`config.mk`:
```
export PLATFORM = sky130hd
export DESIGN_NAME = hilo_unit
export DESIGN_NICKNAME = d
export VERILOG_FILES = /design/src/rtl/hilo_unit_pkg.sv /design/src/rtl/hilo_unit.sv
export SDC_FILE = /design/constraint.sdc
export NUM_CORES = 1
export LEC_CHECK = 0
export ABC_AREA = 1
export CAP_MARGIN = 15
export CORE_MARGIN = 2
export CORE_UTILIZATION = 53
export DETAILED_ROUTE_END_ITERATION = 8
export PLACE_DENSITY = 0.92
export SYNTH_ARGS = -nofsm -noshare
export SYNTH_HDL_FRONTEND = slang
export SYNTH_SLANG_ARGS = --single-unit
```
`constraint.sdc`:
```
create_clock -name clk -period 5.15 [get_ports clk]
set_input_delay 0.515 -clock clk [delete_from_list [all_inputs] [get_ports clk]]
set_output_delay 0.515 -clock clk [all_outputs]
set_load 0.005 [all_outputs]
```
`src/rtl/hilo_unit_pkg.sv`:
```
// Shared constants for the EX-stage HI/LO unit: op-bit indices, divide FSM
// encoding and the quotient/remainder split of the divider result.
package hilo_unit_pkg;

  // One-hot ex_op bit positions
  localparam int unsigned OP_MULT  = 0;
  localparam int unsigned OP_MULTU = 1;
  localparam int unsigned OP_DIV   = 2;
  localparam int unsigned OP_DIVU  = 3;
  localparam int unsigned OP_MTHI  = 4;
  localparam int unsigned OP_MTLO  = 5;
  localparam int unsigned OP_MFHI  = 6;
  localparam int unsigned OP_MFLO  = 7;

  // Divider result layout: quotient in the upper word, remainder in the lower
  localparam int unsigned QUOT_MSB = 63;
  localparam int unsigned QUOT_LSB = 32;
  localparam int unsigned REM_MSB  = 31;
  localparam int unsigned REM_LSB  = 0;

  typedef enum logic [1:0] {
    StIdle  = 2'd0,
    StWait  = 2'd1,
    StDone  = 2'd2,
    StDrain = 2'd3
  } div_state_e;

endpackage

```
`src/rtl/hilo_unit.sv`:
```
// EX-stage HI/LO register unit: commits multiply/divide results and mthi/mtlo
// writes, serves mfhi/mflo, and stalls EX while a divide is outstanding.
module hilo_unit
  import hilo_unit_pkg::*;
#(
  parameter int unsigned CNT_W = 16
) (
  input  logic             clk,
  input  logic             reset,
  input  logic             ex_valid,
  input  logic [7:0]       ex_op,
  input  logic [31:0]      ex_rs_value,
  input  logic             ex_cancel,
  input  logic             ex_allowin,
  input  logic [63:0]      alu_result,
  input  logic             div_done,
  output logic             ex_ready_go,
  output logic             div_start,
  output logic [31:0]      rd_value,
  output logic [31:0]      hi_q,
  output logic [31:0]      lo_q,
  output logic [CNT_W-1:0] div_cycles_last
);

  localparam logic [CNT_W-1:0] CntOne = CNT_W'(1);
  localparam logic [CNT_W-1:0] CntMax = '1;

  div_state_e       state_q, state_d;
  logic [CNT_W-1:0] cnt_q, cnt_d;
  logic [63:0]      buf_q, buf_d;
  // Set when the outstanding divider result already arrived with the cancel,
  // so DRAIN has nothing left to wait for.
  logic             drop_q, drop_d;
  logic [31:0]      hi_d, lo_d;
  logic [CNT_W-1:0] div_cycles_q, div_cycles_d;

  logic is_div;
  logic is_mul;
  logic div_req;
  logic fire;

  assign is_div  = ex_op[OP_DIV] | ex_op[OP_DIVU];
  assign is_mul  = ex_op[OP_MULT] | ex_op[OP_MULTU];
  assign div_req = ex_valid & is_div & ~ex_cancel;
  assign fire    = ex_valid & ~ex_cancel & ex_ready_go & ex_allowin;

  assign div_cycles_last = div_cycles_q;

  // Move-from reads straight off the architectural registers
  always_comb begin
    rd_value = 32'd0;
    if (ex_op[OP_MFHI]) begin
      rd_value = hi_q;
    end else if (ex_op[OP_MFLO]) begin
      rd_value = lo_q;
    end
  end

  // Stall and divide-issue decode from the current FSM state
  always_comb begin
    ex_ready_go = 1'b1;
    div_start   = 1'b0;
    unique case (state_q)
      StIdle: begin
        if (div_req) begin
          ex_ready_go = 1'b0;
          div_start   = 1'b1;
        end
      end
      StWait:  ex_ready_go = 1'b0;
      StDone:  ex_ready_go = 1'b1;
      // A younger divide must wait until the cancelled one has drained
      StDrain: ex_ready_go = ~(ex_valid & is_div);
      default: ex_ready_go = 1'b1;
    endcase
  end

  // Divide FSM next state, latency counter and result buffer
  always_comb begin
    state_d = state_q;
    cnt_d   = cnt_q;
    buf_d   = buf_q;
    drop_d  = drop_q;
    unique case (state_q)
      StIdle: begin
        if (div_req) begin
          cnt_d   = '0;
          state_d = StWait;
        end
      end
      StWait: begin
        cnt_d = (cnt_q == CntMax) ? cnt_q : cnt_q + CntOne;
        if (div_done && ex_cancel) begin
          drop_d  = 1'b1;
          state_d = StDrain;
        end else if (div_done) begin
          buf_d   = alu_result;
          state_d = StDone;
        end else if (ex_cancel) begin
          drop_d  = 1'b0;
          state_d = StDrain;
        end
      end
      StDone: begin
        if (ex_cancel) begin
          buf_d   = '0;
          state_d = StIdle;
        end else if (fire) begin
          state_d = StIdle;
        end
      end
      StDrain: begin
        // Divider cannot be aborted: swallow its result, then return to idle
        if (drop_q || div_done) begin
          drop_d  = 1'b0;
          state_d = StIdle;
        end
      end
      default: state_d = StIdle;
    endcase
  end

  // HI/LO commit and last-divide latency capture
  always_comb begin
    hi_d         = hi_q;
    lo_d         = lo_q;
    div_cycles_d = div_cycles_q;
    if (fire) begin
      if (state_q == StDone) begin
        lo_d         = buf_q[QUOT_MSB:QUOT_LSB];
        hi_d         = buf_q[REM_MSB:REM_LSB];
        div_cycles_d = cnt_q;
      end else begin
        if (is_mul) begin
          hi_d = alu_result[63:32];
          lo_d = alu_result[31:0];
        end
        if (ex_op[OP_MTHI]) begin
          hi_d = ex_rs_value;
        end
        if (ex_op[OP_MTLO]) begin
          lo_d = ex_rs_value;
        end
      end
    end
  end

  // State registers with synchronous reset
  always_ff @(posedge clk) begin
    if (reset) begin
      state_q      <= StIdle;
      cnt_q        <= '0;
      buf_q        <= '0;
      drop_q       <= 1'b0;
      hi_q         <= 32'd0;
      lo_q         <= 32'd0;
      div_cycles_q <= '0;
    end else begin
      state_q      <= state_d;
      cnt_q        <= cnt_d;
      buf_q        <= buf_d;
      drop_q       <= drop_d;
      hi_q         <= hi_d;
      lo_q         <= lo_d;
      div_cycles_q <= div_cycles_d;
    end
  end

endmodule

```
# After elaboration in Yosys (flattened, before gate mapping)
# Cells that the tools add are included.
classes:
  addsub: 1
  eq_ne: 14
  muxes: 32
  n_bitwise: 9
  reduce_logical: 15
op_table:
  columns: ["op", "count"]
  rows:
  - ["32-bit 2-to-1 mux", 8]
  - ["64-bit 2-to-1 mux", 3]
  - ["64-bit one-hot mux with 2 select lines", 1]
  - ["16-bit 2-to-1 mux", 2]
  - ["16-bit one-hot mux with 2 select lines", 1]
  - ["16-bit by 1-bit adder with 16-bit output (second input constant)", 1]
  - ["16-bit == test (second input constant)", 1]
  - ["2-bit 2-to-1 mux", 7]
  - ["2-bit inequality test (second input constant)", 6]
  - ["4-bit AND reduction", 3]
  - ["3-bit inequality test (second input constant)", 3]
  - ["2-bit one-hot mux with 4 select lines", 1]
  - ["1-bit 2-to-1 mux", 7]
  - ["2-bit AND reduction", 3]
  - ["2-bit nonzero test", 3]
  - ["3-bit nonzero test", 2]
  - ["1-bit bitwise AND", 5]
  - ["2-bit == test (second input constant)", 2]
  - ["4-bit inequality test (second input constant)", 1]
  - ["1-bit one-hot mux with 4 select lines", 1]
  - ["3-bit AND reduction", 1]
  - ["2-bit by 1-bit == test with 1-bit output (second input constant)", 1]
  - ["2-bit zero test", 1]
  - ["1-bit inverter", 2]
  - ["other kinds (4)", 5]
totals:
  ff_bits: 163
  in_bits: 110
  out_inout_bits: 114
  word_cells: 78

# Depth between registers and ports, before layout
logic_depth:
  word_depth: 10
  ltp_mapped: 10
  ltp_nobuf: 10

# Worst setup path before layout
# No wires, ideal clock.
synth_timing:
  kind: "in2reg"
  from: "in ex_op[3]"
  to: "reg hi_q[2]"
  setup_time_ps: 113
  t_arrival_ps: 1623
  required_ps: 5037
  slack_ps: 3414
  stages: 7
  n_path_buf: 1
  path_cell_list: "o21ai_0 nand4_4 a21oi_4 buf_2 nand2_1 nand2_1 nor2_1"
synth_between:
  elab_chain_cells: 8
  word_cells_on_any_way: 9
  cone_classes: "2 x mux; 6 x bitwise; 1 x reduce/logical"
synth_lines:
  columns: ["item", "line", "rtl"]
  rows:
  - ["from (decl)", "hilo_unit.sv:11", "input logic [7:0] ex_op,"]
  - ["1-bit OR *", "hilo_unit.sv:42", "assign is_div = ex_op[OP_DIV] | ex_op[OP_DIVU];"]
  - ["1-bit bitwise AND *", "hilo_unit.sv:44, hilo_unit.sv:73", null]
  - ["1-bit bitwise AND", "hilo_unit.sv:44", "assign div_req = ex_valid & is_div & ~ex_cancel;"]
  - ["1-bit 2-to-1 mux", "hilo_unit.sv:65", "if (div_req) begin"]
  - ["1-bit one-hot mux with 4 select lines *", "hilo_unit.sv:63", "unique case (state_q)"]
  - ["1-bit bitwise AND * (2 in series)", "hilo_unit.sv:45", "assign fire = ex_valid & ~ex_cancel & ex_ready_go & ex_allowin;"]
  - ["2-bit AND reduction (no line) *", null, null]
  - ["to (signal assigned)", "hilo_unit.sv:163", "hi_q <= hi_d;"]
  - ["to (decl)", "hilo_unit.sv:20", "output logic [31:0] hi_q,"]
# Every way passes the cells marked *; elsewhere a longest branch is shown, timed or not.
# A chain may end at the register's enable or synchronous reset.

# Worst setup path in the final report
layout_timing:
  from: "in ex_op[6]"
  to: "out rd_value[0]"
layout_between:
  elab_chain_cells: 1
layout_lines:
  columns: ["item", "line", "rtl"]
  rows:
  - ["32-bit 2-to-1 mux", "hilo_unit.sv:52", "if (ex_op[OP_MFHI]) begin"]
  - ["to (decl)", "hilo_unit.sv:19", "output logic [31:0] rd_value,"]
# No other way between the ends.

==> metrics.txt <==
cells traversed along the worst timing path clkdlybuf4s50_1 > buf_4 > inv_1 > nand3_1 > nand2_1 > clkdlybuf4s50_1; final routed DRC violation total 0; Die Wd around 130 um; Final GP Congestion 0.9245; number of max-capacitance violations reported 0; number of instances in the synthesized netlist 1,428; final clock skew 0.005997 ns; Worst path top cell family by delay buffers and inverters; TritonCTS clock tree done; unrepaired setup endpoints after global routing false; clock transition at the registers of the reported paths around 0.060 ns; Crit path required time ~4.6 ns; pins over their slew limit 0; final setup margin about 1.9 ns; highest net fanout along the worst path 33; final hold viol count 0; number of setup violations in the final report 0; area enclosed by the die boundary 0.01728 sq mm; Synth async-reset ratio 0%; setup total negative slack 0 ns; global-route usage over all layers 30.14%; clock root cell sky130_fd_sc_hd__clkbuf_16; number of nets in the final layout 1,707; leading cell types by total area after synthesis sky130_fd_sc_hd__dfxtp_1, sky130_fd_sc_hd__nand2_1, sky130_fd_sc_hd__nor2_1; worst-path cell with the longest stage delay sky130_fd_sc_hd__inv_1; biggest cell delay along the critical path 0.77 ns; top_reg_cell synth sky130_fd_sc_hd__dfxtp_1; footprint of the flip-flops and latches about 0.0033 sq mm; deepest level of the CTS H-tree 4; Layout area overhead 32.88%; die boundary height ~130 um; clock buffer count from CTS 17; share of final-layout standard cells stronger than drive strength 1 under 10%; WS Path Type in2out; latest clock arrival within the worst-skew pair between 0.4 and 0.5 ns; remaining max-slew budget at the tightest pin approximately a third; CTS-repair resized insts 0; Hold Path Class reg2reg; instance area after placement 0.01083 sq mm; number of global-route vias before repair 8,802; final standard cell area without fillers approximately 0.011 sq mm; Placement Setup Slack between 1.5 and 2 ns; Post-CTS Setup Bufs 0; Total Routed Length 26.72 mm; yosys synthesis warning count 0; first-pass GRT wire length around 43 mm; power density over cell area 344.8 mW/mm^2; initial core utilization 54.21%; Distinct cells, synth 26; post-layout min period 3.295 ns; maximum root-to-sink buffer count 2; number of hold buffers added after CTS 0; filler cell count 1,317; routed len/inst 14.63 um; final worst path period share between 60% and 70%; area of the mapped netlist 0.008612 sq mm; peak clock frequency supported by timing 303.5 MHz; vias 9,481; residual overflow from global routing 0; per-cell via count in the routed design roughly 5.2; number of buffer and inverter instances along the worst setup path 4; Worst setup SP type primary input; capturing element type of the critical path output pin; Critical Path AT 2.78 ns; synthesized area per cell 6.031 sq um; Top Ports around 220; port bufs 223; TritonCTS sink count 163; pin count of the biggest net entering global routing 101; overall power after layout 3.946 mW; Synth top area share 37.89%; Net Count, Synth 1,539; peak ir drop on the vdd network 270.3 uV; detailed-routing iteration count for the pre-antenna-repair pass 6; status completed; multi-input combinational cell area 0.004150 sq mm; Core Area 0.01589 sq mm; P_leak 4.791 nW; antenna violations before repair 1; slew at the pin closest to its max-slew limit 1.001 ns; HPWL Detailed 17.91 mm; Synth top cells by count sky130_fd_sc_hd__nand2_1, sky130_fd_sc_hd__nor2_1, sky130_fd_sc_hd__inv_1; flop and latch count out of synthesis 163; dominant cell by count in the synthesized netlist sky130_fd_sc_hd__nand2_1; Row Count 46; number of nets with antenna violations after detailed routing 0; number of violations reported at the end of detailed-routing iteration 0 about 780; WHS approximately 0.47 ns; Worst path most repeated cell sky130_fd_sc_hd__clkdlybuf4s50_1; number of enable flip-flop cells after synthesis 0; part of the Yosys area used for sequential elements 37.89%; library cell with the largest summed area after synthesis sky130_fd_sc_hd__dfxtp_1
==> area by class of cell <==
| cell class | instances | share of cell area (%) |
|---|---|---|
| inverters | 225 | 7.380 |
| clock inverters | 11 | 1.115 |
| well taps | 216 | 2.362 |
| repair buffers | 235 | 20.23 |
| diodes | 1 | 0.02187 |
| multi-input cells | 954 | 36.27 |
| flip-flops and latches | 163 | 28.52 |
| clock buffers | 21 | 4.111 |
==> registers in the layout, summed over array words and instances (netlist names) <==
| register | cells |
|---|---|
| hi_q | 32 |
| state_q | 2 |
| drop_q | 1 |
| cnt_q | 16 |
| lo_q | 32 |
| div_cycles_last | 16 |
| buf_q | 64 |
==> path summary, 6_finish.rpt <==
check / startpoint / to / slack [ns] / cells past startpoint
max reg2reg: state_q[1]$_SDFFE_PP0P_ / lo_q[28]$_SDFFE_PP0P_ / 2.51 / 7
max: ex_op[6] / rd_value[0] / 1.85 / 6
min: drop_q$_SDFFE_PP0P_ / drop_q$_SDFFE_PP0P_ / 0.47 / 2
min reg2reg: drop_q$_SDFFE_PP0P_ / drop_q$_SDFFE_PP0P_ / 0.47 / 2
==> power by group <==
part | total, mW | leakage, nW | internal [mW] | switching [mW]
logic | 1.22 | 3.18 | 0.484 | 0.736
clock network | 1.28 | 0.286 | 0.755 | 0.522
registers | 1.45 | 1.32 | 1.36 | 0.0854
==> metal layers <==
metal	up-vias	part of all wire, %	track usage (%)
met5	-	0	0
met4	0	4.7	16.36
met3	99	7.3	6.019
met2	432	47	50.64
met1	4219	41	36.24
li1	4731	-	-
==> through the flow <==
stage | utilization [%] | std cells
floorplan | - | 1428
global placement | 68.16 | 1792
detailed placement | 68.16 | 1792
CTS | 71.93 | 1824
global route | 72.02 | 1825
finish | 72.04 | 1826
==> logic make-up (layout without fill, tap and decap cells) <==
kind of cell	Yosys count	after routing	synth area share (%)
AND/OR/NAND/NOR	712	712	32.43
AO/OA/AOI/OAI	239	239	15.33
adder cells (fa/ha/maj)	1	1	0.1453
XOR/XNOR	2	2	0.2034
buffers and inverters	311	492	14.01
other	0	1	0
flip-flops	163	163	37.89
==> tightest hold or removal path, delay by kind of cell (launching register included) <==
family	cells	cell delay, ns
simple gates	1	0.06
flops	1	0.31
compound gates	1	0.05
==> cells in the final DEF, fill, tap and decap left out, types with 3 or more instances in the layout <==
cell type and n:
sky130_fd_sc_hd__a21oi_1 16, sky130_fd_sc_hd__buf_2 3, sky130_fd_sc_hd__buf_4 11, sky130_fd_sc_hd__clkbuf_16 17, sky130_fd_sc_hd__clkbuf_8 3, sky130_fd_sc_hd__clkdlybuf4s50_1 220
sky130_fd_sc_hd__clkinv_4 3, sky130_fd_sc_hd__clkinvlp_4 3, sky130_fd_sc_hd__dfxtp_1 163, sky130_fd_sc_hd__inv_1 220, sky130_fd_sc_hd__inv_2 5, sky130_fd_sc_hd__nand2_1 374
sky130_fd_sc_hd__nand3_1 52, sky130_fd_sc_hd__nand4_1 7, sky130_fd_sc_hd__nor2_1 270, sky130_fd_sc_hd__o21ai_0 151, sky130_fd_sc_hd__o22ai_1 64
Note: power is estimated with default switching activity, not from simulation.
